File: src/rtl/sprite_sched_pkg.sv
// Shared types, field positions and constants for the sprite frame scheduler.
package sprite_sched_pkg;

   typedef enum logic [1:0] {
      S_IDLE,
      S_COMMIT,
      S_ANIM
   } sched_state_t;

   typedef struct packed {
      logic [9:0] h;
      logic [9:0] v;
      logic       vis;
      logic       ovr;
      logic [1:0] spr;
   } sprite_word_t;

   localparam logic [1:0] SEL_MARIO  = 2'd0;
   localparam logic [1:0] SEL_BARRIL = 2'd1;
   localparam logic [1:0] SEL_DK     = 2'd2;

   localparam logic [9:0] V_COMMIT = 10'd480;
   localparam logic [9:0] H_MAX    = 10'd639;
   localparam logic [9:0] V_MAX    = 10'd479;

   localparam int ANIM_FRAMES_DEF = 8;

   // Bit positions of the fields inside a CPU position word.
   localparam int H_LSB   = 0;
   localparam int V_LSB   = 16;
   localparam int VIS_BIT = 28;
   localparam int SPR_LSB = 29;
   localparam int OVR_BIT = 31;

   localparam logic [9:0] MARIO_H0  = 10'd155;
   localparam logic [9:0] MARIO_V0  = 10'd427;
   localparam logic [9:0] BARRIL_H0 = 10'd215;
   localparam logic [9:0] BARRIL_V0 = 10'd236;
   localparam logic [9:0] DK_H0     = 10'd160;
   localparam logic [9:0] DK_V0     = 10'd220;

   localparam logic [1:0] SPR_RESET = 2'b01;

   function automatic logic [9:0] clamp10(input logic [9:0] val, input logic [9:0] maxVal);
      return (val > maxVal) ? maxVal : val;
   endfunction

endpackage

File: src/rtl/sprite_frame_scheduler_entry.sv
// One sprite's shadow word, dirty flag and live word; writes are clamped on entry
// and only reach the live word when the scheduler commits at vblank.
module sprite_shadow_entry
   import sprite_sched_pkg::*;
#(
   parameter logic [9:0] H0 = 10'd0,
   parameter logic [9:0] V0 = 10'd0
)(
   input  logic        clk,
   input  logic        reset,
   input  logic        wr_en_i,
   input  logic [31:0] wr_data_i,
   input  logic        commit_i,
   output logic [9:0]  h_o,
   output logic [9:0]  v_o,
   output logic        vis_o,
   output logic        ovr_o,
   output logic [1:0]  spr_o
);

   localparam sprite_word_t RESET_WORD = '{h: H0, v: V0, vis: 1'b1, ovr: 1'b0, spr: SPR_RESET};

   sprite_word_t shadow_q, shadow_d;
   sprite_word_t live_q, live_d;
   sprite_word_t wr_word;
   logic         dirty_q, dirty_d;
   logic         unused_bits;

   assign unused_bits = ^{wr_data_i[15:10], wr_data_i[27:26]};

   always_comb begin
      wr_word.h   = clamp10(wr_data_i[H_LSB +: 10], H_MAX);
      wr_word.v   = clamp10(wr_data_i[V_LSB +: 10], V_MAX);
      wr_word.vis = wr_data_i[VIS_BIT];
      wr_word.ovr = wr_data_i[OVR_BIT];
      wr_word.spr = wr_data_i[SPR_LSB +: 2];

      shadow_d = shadow_q;
      live_d   = live_q;
      dirty_d  = dirty_q;
      if (commit_i && dirty_q) begin
         live_d  = shadow_q;
         dirty_d = 1'b0;
      end
      if (wr_en_i) begin
         shadow_d = wr_word;
         dirty_d  = 1'b1;
      end
   end

   always_ff @(posedge clk) begin
      if (reset) begin
         shadow_q <= RESET_WORD;
         live_q   <= RESET_WORD;
         dirty_q  <= 1'b0;
      end else begin
         shadow_q <= shadow_d;
         live_q   <= live_d;
         dirty_q  <= dirty_d;
      end
   end

   assign h_o   = live_q.h;
   assign v_o   = live_q.v;
   assign vis_o = live_q.vis;
   assign ovr_o = live_q.ovr;
   assign spr_o = live_q.spr;

endmodule

File: src/rtl/sprite_frame_scheduler.sv
// Frame-synchronous sprite position scheduler: CPU writes are buffered per sprite and
// committed once per frame on vblank entry, followed by one animation-advance cycle.
module sprite_frame_scheduler
   import sprite_sched_pkg::*;
#(
   parameter int ANIM_FRAMES = ANIM_FRAMES_DEF
)(
   input  logic        clk,
   input  logic        reset,
   input  logic [9:0]  hcount,
   input  logic [9:0]  vcount,
   input  logic        wr_valid,
   input  logic [1:0]  wr_sel,
   input  logic [31:0] wr_data,
   output logic        wr_ready,
   output logic [9:0]  mario_h,
   output logic [9:0]  mario_v,
   output logic [9:0]  barril_h,
   output logic [9:0]  barril_v,
   output logic [9:0]  dk_h,
   output logic [9:0]  dk_v,
   output logic [1:0]  sprite_m,
   output logic [1:0]  sprite_dk,
   output logic        display_barril,
   output logic        frame_tick
);

   localparam int ANIM_W = (ANIM_FRAMES > 1) ? $clog2(ANIM_FRAMES) : 1;
   localparam logic [ANIM_W-1:0] ANIM_LAST = ANIM_W'(ANIM_FRAMES - 1);

   sched_state_t      state_q;
   logic [9:0]        vcount_q;
   logic [ANIM_W-1:0] anim_cnt_q, anim_cnt_d;
   logic              anim_q, anim_d, anim_wrap;
   logic              wr_ready_q, frame_tick_q;
   logic [1:0]        sprite_m_q, sprite_dk_q;
   logic              frame_edge, accept, commit;
   logic              mario_ovr, dk_ovr;
   logic [1:0]        mario_spr, dk_spr;
   logic              unused_hcount, unused_mario_vis, unused_dk_vis, unused_barril_ovr;
   logic [1:0]        unused_barril_spr;

   assign unused_hcount = ^hcount;

   // vcount can sit on the commit line for many clocks; only its first appearance counts.
   assign frame_edge = (vcount == V_COMMIT) && (vcount_q != V_COMMIT);
   assign accept     = wr_valid && wr_ready_q && (state_q == S_IDLE);
   assign commit     = (state_q == S_COMMIT);
   assign anim_wrap  = (anim_cnt_q == ANIM_LAST);
   assign anim_cnt_d = anim_wrap ? '0 : anim_cnt_q + ANIM_W'(1);
   assign anim_d     = anim_q ^ anim_wrap;

   sprite_shadow_entry #(.H0(MARIO_H0), .V0(MARIO_V0)) u_mario (
      .clk       (clk),
      .reset     (reset),
      .wr_en_i   (accept && (wr_sel == SEL_MARIO)),
      .wr_data_i (wr_data),
      .commit_i  (commit),
      .h_o       (mario_h),
      .v_o       (mario_v),
      .vis_o     (unused_mario_vis),
      .ovr_o     (mario_ovr),
      .spr_o     (mario_spr)
   );

   sprite_shadow_entry #(.H0(BARRIL_H0), .V0(BARRIL_V0)) u_barril (
      .clk       (clk),
      .reset     (reset),
      .wr_en_i   (accept && (wr_sel == SEL_BARRIL)),
      .wr_data_i (wr_data),
      .commit_i  (commit),
      .h_o       (barril_h),
      .v_o       (barril_v),
      .vis_o     (display_barril),
      .ovr_o     (unused_barril_ovr),
      .spr_o     (unused_barril_spr)
   );

   sprite_shadow_entry #(.H0(DK_H0), .V0(DK_V0)) u_dk (
      .clk       (clk),
      .reset     (reset),
      .wr_en_i   (accept && (wr_sel == SEL_DK)),
      .wr_data_i (wr_data),
      .commit_i  (commit),
      .h_o       (dk_h),
      .v_o       (dk_v),
      .vis_o     (unused_dk_vis),
      .ovr_o     (dk_ovr),
      .spr_o     (dk_spr)
   );

   // Sprite selects are refreshed in ANIM, after COMMIT has settled the live override bits.
   always_ff @(posedge clk) begin
      vcount_q <= vcount;
      if (reset) begin
         state_q      <= S_IDLE;
         anim_cnt_q   <= '0;
         anim_q       <= 1'b0;
         wr_ready_q   <= 1'b0;
         frame_tick_q <= 1'b0;
         sprite_m_q   <= SPR_RESET;
         sprite_dk_q  <= SPR_RESET;
      end else begin
         frame_tick_q <= 1'b0;
         case (state_q)
            S_IDLE: begin
               if (frame_edge) begin
                  state_q    <= S_COMMIT;
                  wr_ready_q <= 1'b0;
               end else begin
                  wr_ready_q <= 1'b1;
               end
            end
            S_COMMIT: begin
               state_q      <= S_ANIM;
               frame_tick_q <= 1'b1;
            end
            S_ANIM: begin
               state_q     <= S_IDLE;
               wr_ready_q  <= 1'b1;
               anim_cnt_q  <= anim_cnt_d;
               anim_q      <= anim_d;
               sprite_m_q  <= mario_ovr ? mario_spr : {1'b0, ~anim_d};
               sprite_dk_q <= dk_ovr ? dk_spr : {1'b0, ~anim_d};
            end
            default: begin
               state_q    <= S_IDLE;
               wr_ready_q <= 1'b0;
            end
         endcase
      end
   end

   assign wr_ready   = wr_ready_q;
   assign frame_tick = frame_tick_q;
   assign sprite_m   = sprite_m_q;
   assign sprite_dk  = sprite_dk_q;

endmodule

File: config.mk
export PLATFORM = sky130hd
export DESIGN_NAME = sprite_frame_scheduler
export DESIGN_NICKNAME = d
export VERILOG_FILES = /design/src/rtl/sprite_sched_pkg.sv /design/src/rtl/sprite_frame_scheduler_entry.sv /design/src/rtl/sprite_frame_scheduler.sv
export SDC_FILE = /design/constraint.sdc
export NUM_CORES = 1
export LEC_CHECK = 0
export CAP_MARGIN = 20
export CELL_PAD_IN_SITES_DETAIL_PLACEMENT = 1
export CELL_PAD_IN_SITES_GLOBAL_PLACEMENT = 2
export CORE_MARGIN = 3
export CORE_UTILIZATION = 32
export DETAILED_ROUTE_END_ITERATION = 16
export HOLD_SLACK_MARGIN = 0.05
export MAX_ROUTING_LAYER = met4
export PLACE_DENSITY_LB_ADDON = 0.25
export SKIP_CTS_REPAIR_TIMING = 1
export SYNTH_ARGS = -nofsm -noshare
export SYNTH_HDL_FRONTEND = slang
export SYNTH_HIERARCHICAL = 1
export SYNTH_SLANG_ARGS = --single-unit
File: constraint.sdc
create_clock -name clk -period 2.1 [get_ports clk]
set_input_delay 0.21 -clock clk [delete_from_list [all_inputs] [get_ports clk]]
set_output_delay 0.21 -clock clk [all_outputs]
set_load 0.05 [all_outputs]
### After elaboration in Yosys (flattened, before gate mapping)

Cells that the tools add are included.

* bits in registers: 159
* latch bits: 0
* memory bits (writable): 0
* ROM bits: 0
* input bits: 57
* output and inout port bits: 67
* memories kept: 0

* add/sub/neg operators: 1
* $mul: 0
* div/mod/pow operators: 0
* magnitude comparators: 2
* eq/ne operators: 8
* shift-type cells: 0
* multiplexer cells: 16
* bitwise logic cells: 2
* reduce and logical (&&, ||, !) cells: 14

Operators by type and width (count)
* 2-to-1 mux 10 bit: 2
* == test 10 x 9 -> 1 bit (second input constant): 1
* greater-than comparator 10 bit (second input constant): 1
* greater-than comparator 10 x 9 -> 1 bit (second input constant): 1
* inequality test 10 x 9 -> 1 bit (second input constant): 1
* logical AND 1 bit: 9
* 2-to-1 mux 1 bit: 8
* 2-to-1 mux 2 bit: 3
* nonzero test 2 bit: 3
* == test 2 x 1 -> 1 bit (second input constant): 2
* == test 2 bit (second input constant): 2
* zero test 2 bit: 2
* one-hot mux 2 bit (2 select lines): 1
* adder 3 x 1 -> 3 bit (second input constant): 1
* == test 3 bit (second input constant): 1
* 2-to-1 mux 3 bit: 1
* one-hot mux 1 bit (3 select lines): 1
* inequality test 2 bit (second input constant): 1
* inverter 1 bit: 1
* XOR 1 bit: 1

### Longest topological paths before layout

Gate-level depths: netlist of the first run.

* word-level depth: 4
* gate-level depth with buffers: 7

### By module

The synthesis of the first run kept the hierarchy.

By module, submodules not included
* sprite_shadow_entry at u_barril ...: times used 2, cells an instance 197, area an instance 1946.9 sq um, sequential area each 980.9 sq um
* sprite_shadow_entry at u_dk: times used 1, cells an instance 200, area an instance 1931.9 sq um, sequential area each 980.9 sq um
* sprite_frame_scheduler: times used 1, cells an instance 73, area an instance 782.0 sq um, sequential area each 440.4 sq um

### Worst setup path after synthesis of the first run

OpenSTA, ideal clock, no wires.

* kind: register -> register
* start point: register wr_ready_q, in the netlist wr_ready
* end point: register, netlist name u_barril/shadow_q[1]
* library setup time: 0.128 ns
* data arrival time: 1.915 ns
* required time: 1.972 ns
* slack: 0.057 ns
* cell stages (with the launch flop): 8
* path buffers: 2
* clock period less this slack: 2.043 ns
* path through: dfxtp_1 > nand2b_1 > or3b_4 > nor3b_2 > buf_4 > buf_4 > mux2i_1 > nor2_1

RTL lines
* start: declaration: RTL line sprite_frame_scheduler.sv:35 `logic wr_ready_q, frame_tick_q;`
* start signal: assignment: RTL line sprite_frame_scheduler.sv:99 `wr_ready_q <= 1'b0;`
* start signal: assignment: RTL line sprite_frame_scheduler.sv:109 `wr_ready_q <= 1'b0;`
* start signal: assignment: RTL line sprite_frame_scheduler.sv:111 `wr_ready_q <= 1'b1;`

### Worst setup path after layout of the first run

* start point: register state_q[1]
* end point: register u_dk/shadow_q[5] (netlist name)

* word-level cells in the longest chain between the ends: 3

Ends and longest elaborated chain
* start: declaration: RTL line sprite_frame_scheduler.sv:31 `sched_state_t state_q;`
* start signal: assignment: RTL line sprite_frame_scheduler.sv:96 `state_q <= S_IDLE;`
* start signal: assignment: RTL line sprite_frame_scheduler.sv:108 `state_q <= S_COMMIT;`
* start signal: assignment: RTL line sprite_frame_scheduler.sv:115 `state_q <= S_ANIM;`
* zero test 2 bit: RTL line sprite_frame_scheduler.sv:47 `assign accept = wr_valid && wr_ready_q && (state_q == S_IDLE);`
* logical AND 1 bit: RTL line sprite_frame_scheduler.sv:47
* logical AND 1 bit: RTL line sprite_frame_scheduler.sv:82 `.wr_en_i (accept && (wr_sel == SEL_DK)),`
* end signal: assignment: RTL line sprite_frame_scheduler_entry.sv:57 `shadow_q <= shadow_d;`
* end: declaration: RTL line sprite_frame_scheduler_entry.sv:23 `sprite_word_t shadow_q, shadow_d;`

No other way between the ends.
A chain may end at the register's enable or synchronous reset.

==> results of run 1 <==
-- stage by stage --
stage               setup WS, ps  utilization, %
CTS                          126            43.0
global route                4.28            43.1
floorplan                   83.7               -
finish                       156            43.1
detailed placement         -25.9            39.8
global placement            25.8            39.8
-- routing by layer --
layer,global-route usage [%],vias to the layer above
li1,-,2463
met1,20.9,2430
met2,27.8,92
met3,3.11,16
met4,5.51,0
met5,-,-
-- flip-flops by register name, summed over array words and instances, names as in the netlist, 3 cells and up --
register	cells
u_mario/h_o	10
vcount_q	10
anim_cnt_q	3
u_dk/shadow_q	23
u_dk/h_o	10
u_barril/shadow_q	21
u_mario/v_o	10
u_dk/v_o	10
u_mario/shadow_q	23
u_barril/v_o	10
u_barril/h_o	10
-- power breakdown --
group	total (mW)	internal, mW	switching, mW	leakage, nW
registers	3.09	3.06	0.0269	1.29
clock network	3.18	1.94	1.24	0.295
logic	0.335	0.140	0.196	1.53
total	6.60	5.13	1.47	3.11
-- cell type report --
| class | instances | area share (%) |
|---|---|---|
| clock buffer | 19 | 5.55 |
| clock inverter | 13 | 1.99 |
| multi-input combinational | 396 | 32.4 |
| sequential | 159 | 39.0 |
| timing repair buffer | 133 | 16.1 |
| inverter | 23 | 1.06 |
| tap | 260 | 3.98 |
-- worst min-delay path by stage --
| stage | from | cells after the start | to | slack [ps] |
|---|---|---|---|---|
| floorplan | vcount[0] | 0 | vcount_q[0] | 240 |
| global placement | anim_cnt_q[2] | 2 | anim_cnt_q[2] | 450 |
| detailed placement | u_dk/v_o[2] | 1 | u_dk/v_o[2] | 450 |
| CTS | vcount[3] | 1 | vcount_q[3] | 240 |
| global route | vcount[9] | 1 | vcount_q[9] | 250 |
| finish | reset | 2 | anim_q | 260 |
==> results.toml, run 1 <==
[routing]
vias = 5001
drt_iter0_drc = 278
drt-total-wl_um = 17400
wl_per_cell_um = 17.4
first_pass_iters = 4
routed.top_layer = "met4"
drc = 0
drt-vias-per-instance = 4.99
wl_met1_um = 8240
wl_met3_um = 531
ant_nets = 0
met2WireLength_um = 8470

[sta]
slew_headroom_pct = 56.0
drv_slew = 0
fin_crit_ps = 1940
whs_ps = 259
rsz0062_at_grt = "false"
setup_viol = 0
timing.fmax_ghz = 0.514
period_share_pct = 92.6
worst-slew-pin-transition_ps = 659
setup_tns_ps = 0
hold_violations = 0
skew_ps = 6.44

[setup_path]
slowest_delay_ps = 460
cp_slowest_cell = "or3b_4"
crit_start = "state_q[1]"
required_ps = 2370
cp-end-kind = "flip-flop"
worst_ep_arrival_time_ps = 2220
cp.depth = 6
crit_end = "u_dk/shadow_q[5]"
startpoint_type = "flip-flop"
r2r_start = "state_q[1]"
cp_top_family = "simple AND/OR/NAND/NOR gates"
rr_worst_depth = 6
worstPathMaxFanout = 24
cp_cell_sequence = "nand2b_1 -> or3b_4 -> nor3b_4 -> buf_12 -> nor2b_2 -> a311oi_1"
worst-path-buf-inv = 1
reg2reg_slack_ps = 160
rr_endpoint = "u_dk/shadow_q[5]"
crit_type = "flip-flop to flip-flop"

[grt]
grt_antenna_before_repair = 0
grt_max_degree = 64
grt_pass1_vias = 5322
grt_overflow = 0
grt_first_pass_wirelength_um = 28000
track_usage_pct = 16.8

[synth]
syn_inst = 635
syn_nets = 694
avgSynthCellArea_um2 = 9.84
syn_area_mm2 = 0.00625
ys_warn_count = 6

[worst_hold_path]
min_path_type = "input port to flip-flop"

[final_layout]
final_nets = 789
final_area_mm2 = 0.00817
antenna_cells = 0
area.sequential_mm2 = 0.00318
final_common_cell = "dfxtp_1"
drive_above_1_share_pct = 14.5
final_cell_mix = "dfxtp_1, clkdlybuf4s50_1, a21oi_1"
syn2layout_area_growth_pct = 30.6
finalNonFillerCells = 1003
multi_input_comb_area_mm2 = 0.00264
nFillCells = 2152

[place]
dp.cells = 971
placed_cell_area_mm2 = 0.00754
numPortBuffers = 105
hpwlAfterDp_um = 12400
place.gp.congestion = 0.791

[clock_network]
cts_buffers = 17
clkSinkCount = 159
insertion_delay_ps = 420
h-tree-depth = 4
clk_pin_slew_ps = 60
clock-root-buffer = "clkbuf_16"
clockBufferDepth = 2
cts_tree = "built"

[pwr]
peakVddDrop_v = 0.000574
p_per_area_mw_per_mm2 = 809
power_mw = 6.60
p_leak_nw = 3.11

[die]
ios = 124
start_util_pct = 33.0
num_rows = 50
design.core.area_mm2 = 0.0190
die_y_um = 146
die_w_um = 146
die_area_mm2 = 0.0212

[run_status]
status = "complete, no violations"

[run]
cap_violations = 0
Note: power is estimated with default switching activity, not from simulation.
==> run 2: changes to the inputs <==
--- a/config.mk
+++ b/config.mk
@@ -9,7 +9,7 @@
 export CELL_PAD_IN_SITES_DETAIL_PLACEMENT = 1
 export CELL_PAD_IN_SITES_GLOBAL_PLACEMENT = 2
 export CORE_MARGIN = 3
-export CORE_UTILIZATION = 32
+export CORE_UTILIZATION = 30
 export DETAILED_ROUTE_END_ITERATION = 16
 export HOLD_SLACK_MARGIN = 0.05
 export MAX_ROUTING_LAYER = met4
@@ -17,5 +17,4 @@
 export SKIP_CTS_REPAIR_TIMING = 1
 export SYNTH_ARGS = -nofsm -noshare
 export SYNTH_HDL_FRONTEND = slang
-export SYNTH_HIERARCHICAL = 1
 export SYNTH_SLANG_ARGS = --single-unit
==> results.toml, run 2 <==
[die]
ios = 124
design.core.area_mm2 = 0.0183
die_y_um = 144
num_rows = 49
start_util_pct = 31.2
die_w_um = 144
die_area_mm2 = 0.0207

[pwr]
internal_power_mw = 5.21
p_per_area_mw_per_mm2 = 882
swShare_pct = 22.8
p_leak_nw = 2.83
share_comb_of_total_power_pct = 5.3
peakVddDrop_v = 0.000609
p_switching_mw = 1.54
p_seq_share_pct = 45.8
clkPwrFrac_pct = 48.9

[grt]
grt_overflow = 0
grt_first_pass_wirelength_um = 28600
grt_antenna_before_repair = 0
grt_max_degree = 86
grt_pass1_vias = 5270
track_usage_pct = 18.3

[setup_path]
reg2reg_slack_ps = 310
worst_ep_arrival_time_ps = 1640
rr_worst_depth = 4
worst-path-buf-inv = 1
crit_end = "mario_v[3]"
cp-end-kind = "primary output"
required_ps = 1890
slowest_delay_ps = 830
r2r_start = "state_q[1]"
cp_top_family = "buffers and inverters"
worstPathMaxFanout = 2
cp_cell_sequence = "clkdlybuf4s50_1"
crit_type = "flip-flop to primary output"
cp.depth = 1
crit_start = "u_mario.v_o[3]"
cp_slowest_cell = "clkdlybuf4s50_1"
startpoint_type = "flip-flop"
rr_endpoint = "u_barril.shadow_q[5]"

[sta]
rsz0062_at_grt = "false"
worst-slew-pin-transition_ps = 645
timing.fmax_ghz = 0.540
fin_crit_ps = 1850
whs_ps = 234
skew_ps = 9.43
drv_slew = 0
period_share_pct = 88.1
layout_setup_ws_ps = 249
hold_violations = 0
setup_tns_ps = 0
setup_viol = 0
slew_headroom_pct = 56.9

[clock_network]
insertion_delay_ps = 420
h-tree-depth = 4
clock-root-buffer = "clkbuf_16"
cts_tree = "built"
clk_pin_slew_ps = 60
clockBufferDepth = 2
cts_buffers = 17
clkSinkCount = 159

[final_layout]
final_common_cell = "dfxtp_1"
final_cell_mix = "dfxtp_1, nand2_1, clkdlybuf4s50_1"
largest_registers = "u_dk.shadow_q x23, u_mario.shadow_q x23, u_barril.shadow_q x21"
nFillCells = 2093
postLayoutCoreUtil_pct = 41.7
syn2layout_area_growth_pct = 33.9
finalNonFillerCells = 995
final_nets = 811
drive_above_1_share_pct = 8.10

[synth]
netlist.area_leader.share_pct = 55.7
ys_seq_elements = 159
synth_common_cells = "dfxtp_1, nand2_1, a21oi_1"
syn_area_mm2 = 0.00571
syn_inst = 657
syn_nets = 716
avgSynthCellArea_um2 = 8.70
synth.largest_area_cell = "dfxtp_1"
synth_edf_count = 0
yosysSeqAreaShare_pct = 55.7
synth_top_flop_cell = "dfxtp_1"
ys_types = 36
synthArstFlopShare_pct = 0
ys_warn_count = 0
synthMostInstantiatedCell = "dfxtp_1"
ys_top_cells_by_area = "dfxtp_1, nand2_1, a21oi_1, nand3_1, o21ai_0"

[routing]
drt-total-wl_um = 18000
drt-vias-per-instance = 5.09
ant_nets = 0
first_pass_iters = 4
wl_per_cell_um = 18.1
drc = 0
drt_iter0_drc = 320
vias = 5065

[place]
hpwlAfterDp_um = 12600
place.gp.congestion = 0.781
dp.cells = 962
numPortBuffers = 105
dpl_worst_slack_ps = 257

[worst_hold_path]
holdPathStages = 3
min_path_type = "input port to flip-flop"

[run_status]
status = "complete, no violations"

[run]
cap_violations = 0
## run 2: logic make-up after synthesis
kind of cell,Yosys count,share of synthesized area (%)
adder cells (fa/ha/maj),2,0.438
buffers and inverters,56,4.69
XOR/XNOR,2,0.307
AND/OR/NAND/NOR,268,21.3
AO/OA/AOI/OAI,169,17.4
multiplexers,1,0.175
flip-flops,159,55.7
## run 2: worst min path at each step
| stage | from | to |
|---|---|---|
| 5_1_grt | vcount[5] | vcount_q[5] |
| 3_3_place_gp | anim_cnt_q[1] | anim_cnt_q[1] |
| 3_5_place_dp | u_barril.shadow_q[13] | u_barril.v_o[9] |
| 4_1_cts | reset | u_dk.v_o[2] |
| 2_1_floorplan | vcount[0] | vcount_q[0] |
| 6_report | reset | u_dk.v_o[2] |
## run 2: through the flow
| stage | power (mW) | instance area, um^2 |
|---|---|---|
| 6_report | 6.75 | 7650 |
| 3_5_place_dp | 3.51 | 7010 |
| 5_1_grt | 6.98 | 7650 |
| 4_1_cts | 6.82 | 7650 |
| 3_3_place_gp | 3.51 | 7010 |
| 2_1_floorplan | 3.33 | 5710 |
## run 2: layout make-up
| type | count | area [um^2] | share of cell area, % |
|---|---|---|---|
| Clock buffer | 17 | 425 | 5.56 |
| Inverter | 2 | 7.51 | 0.0981 |
| Antenna cell | 1 | 2.50 | 0.0327 |
| Tap cell | 229 | 287 | 3.75 |
| Multi-Input combinational cell | 442 | 2260 | 29.6 |
| Sequential cell | 159 | 3180 | 41.6 |
| Timing Repair Buffer | 130 | 1270 | 16.6 |
| Clock inverter | 15 | 210 | 2.75 |
## run 2: layer usage
metal  track usage (%)  share of wire (%)
met1              23.7                 47
met2              29.0                 48
met3              3.34                3.8
met4              6.19                1.5
met5                 -                  0
## run 2: power by group through the flow
stage | sequential (mW) | combinational, mW | clock, mW
global placement | 3.16 | 0.350 | 0
CTS | 3.09 | 0.361 | 3.37
detailed placement | 3.16 | 0.358 | 0
floorplan | 3.15 | 0.175 | 0
finish | 3.09 | 0.358 | 3.30
global route | 3.09 | 0.388 | 3.50
==> run 3: changes to the inputs <==
--- a/config.mk
+++ b/config.mk
@@ -5,7 +5,6 @@
 export SDC_FILE = /design/constraint.sdc
 export NUM_CORES = 1
 export LEC_CHECK = 0
-export CAP_MARGIN = 20
 export CELL_PAD_IN_SITES_DETAIL_PLACEMENT = 1
 export CELL_PAD_IN_SITES_GLOBAL_PLACEMENT = 2
 export CORE_MARGIN = 3
@@ -15,6 +14,7 @@
 export MAX_ROUTING_LAYER = met4
 export PLACE_DENSITY_LB_ADDON = 0.25
 export SKIP_CTS_REPAIR_TIMING = 1
+export SKIP_LAST_GASP = 1
 export SYNTH_ARGS = -nofsm -noshare
 export SYNTH_HDL_FRONTEND = slang
 export SYNTH_SLANG_ARGS = --single-unit
==> results of run 3 <==
Same layout as run 2: the final DEF is identical, and so are final timing and power.
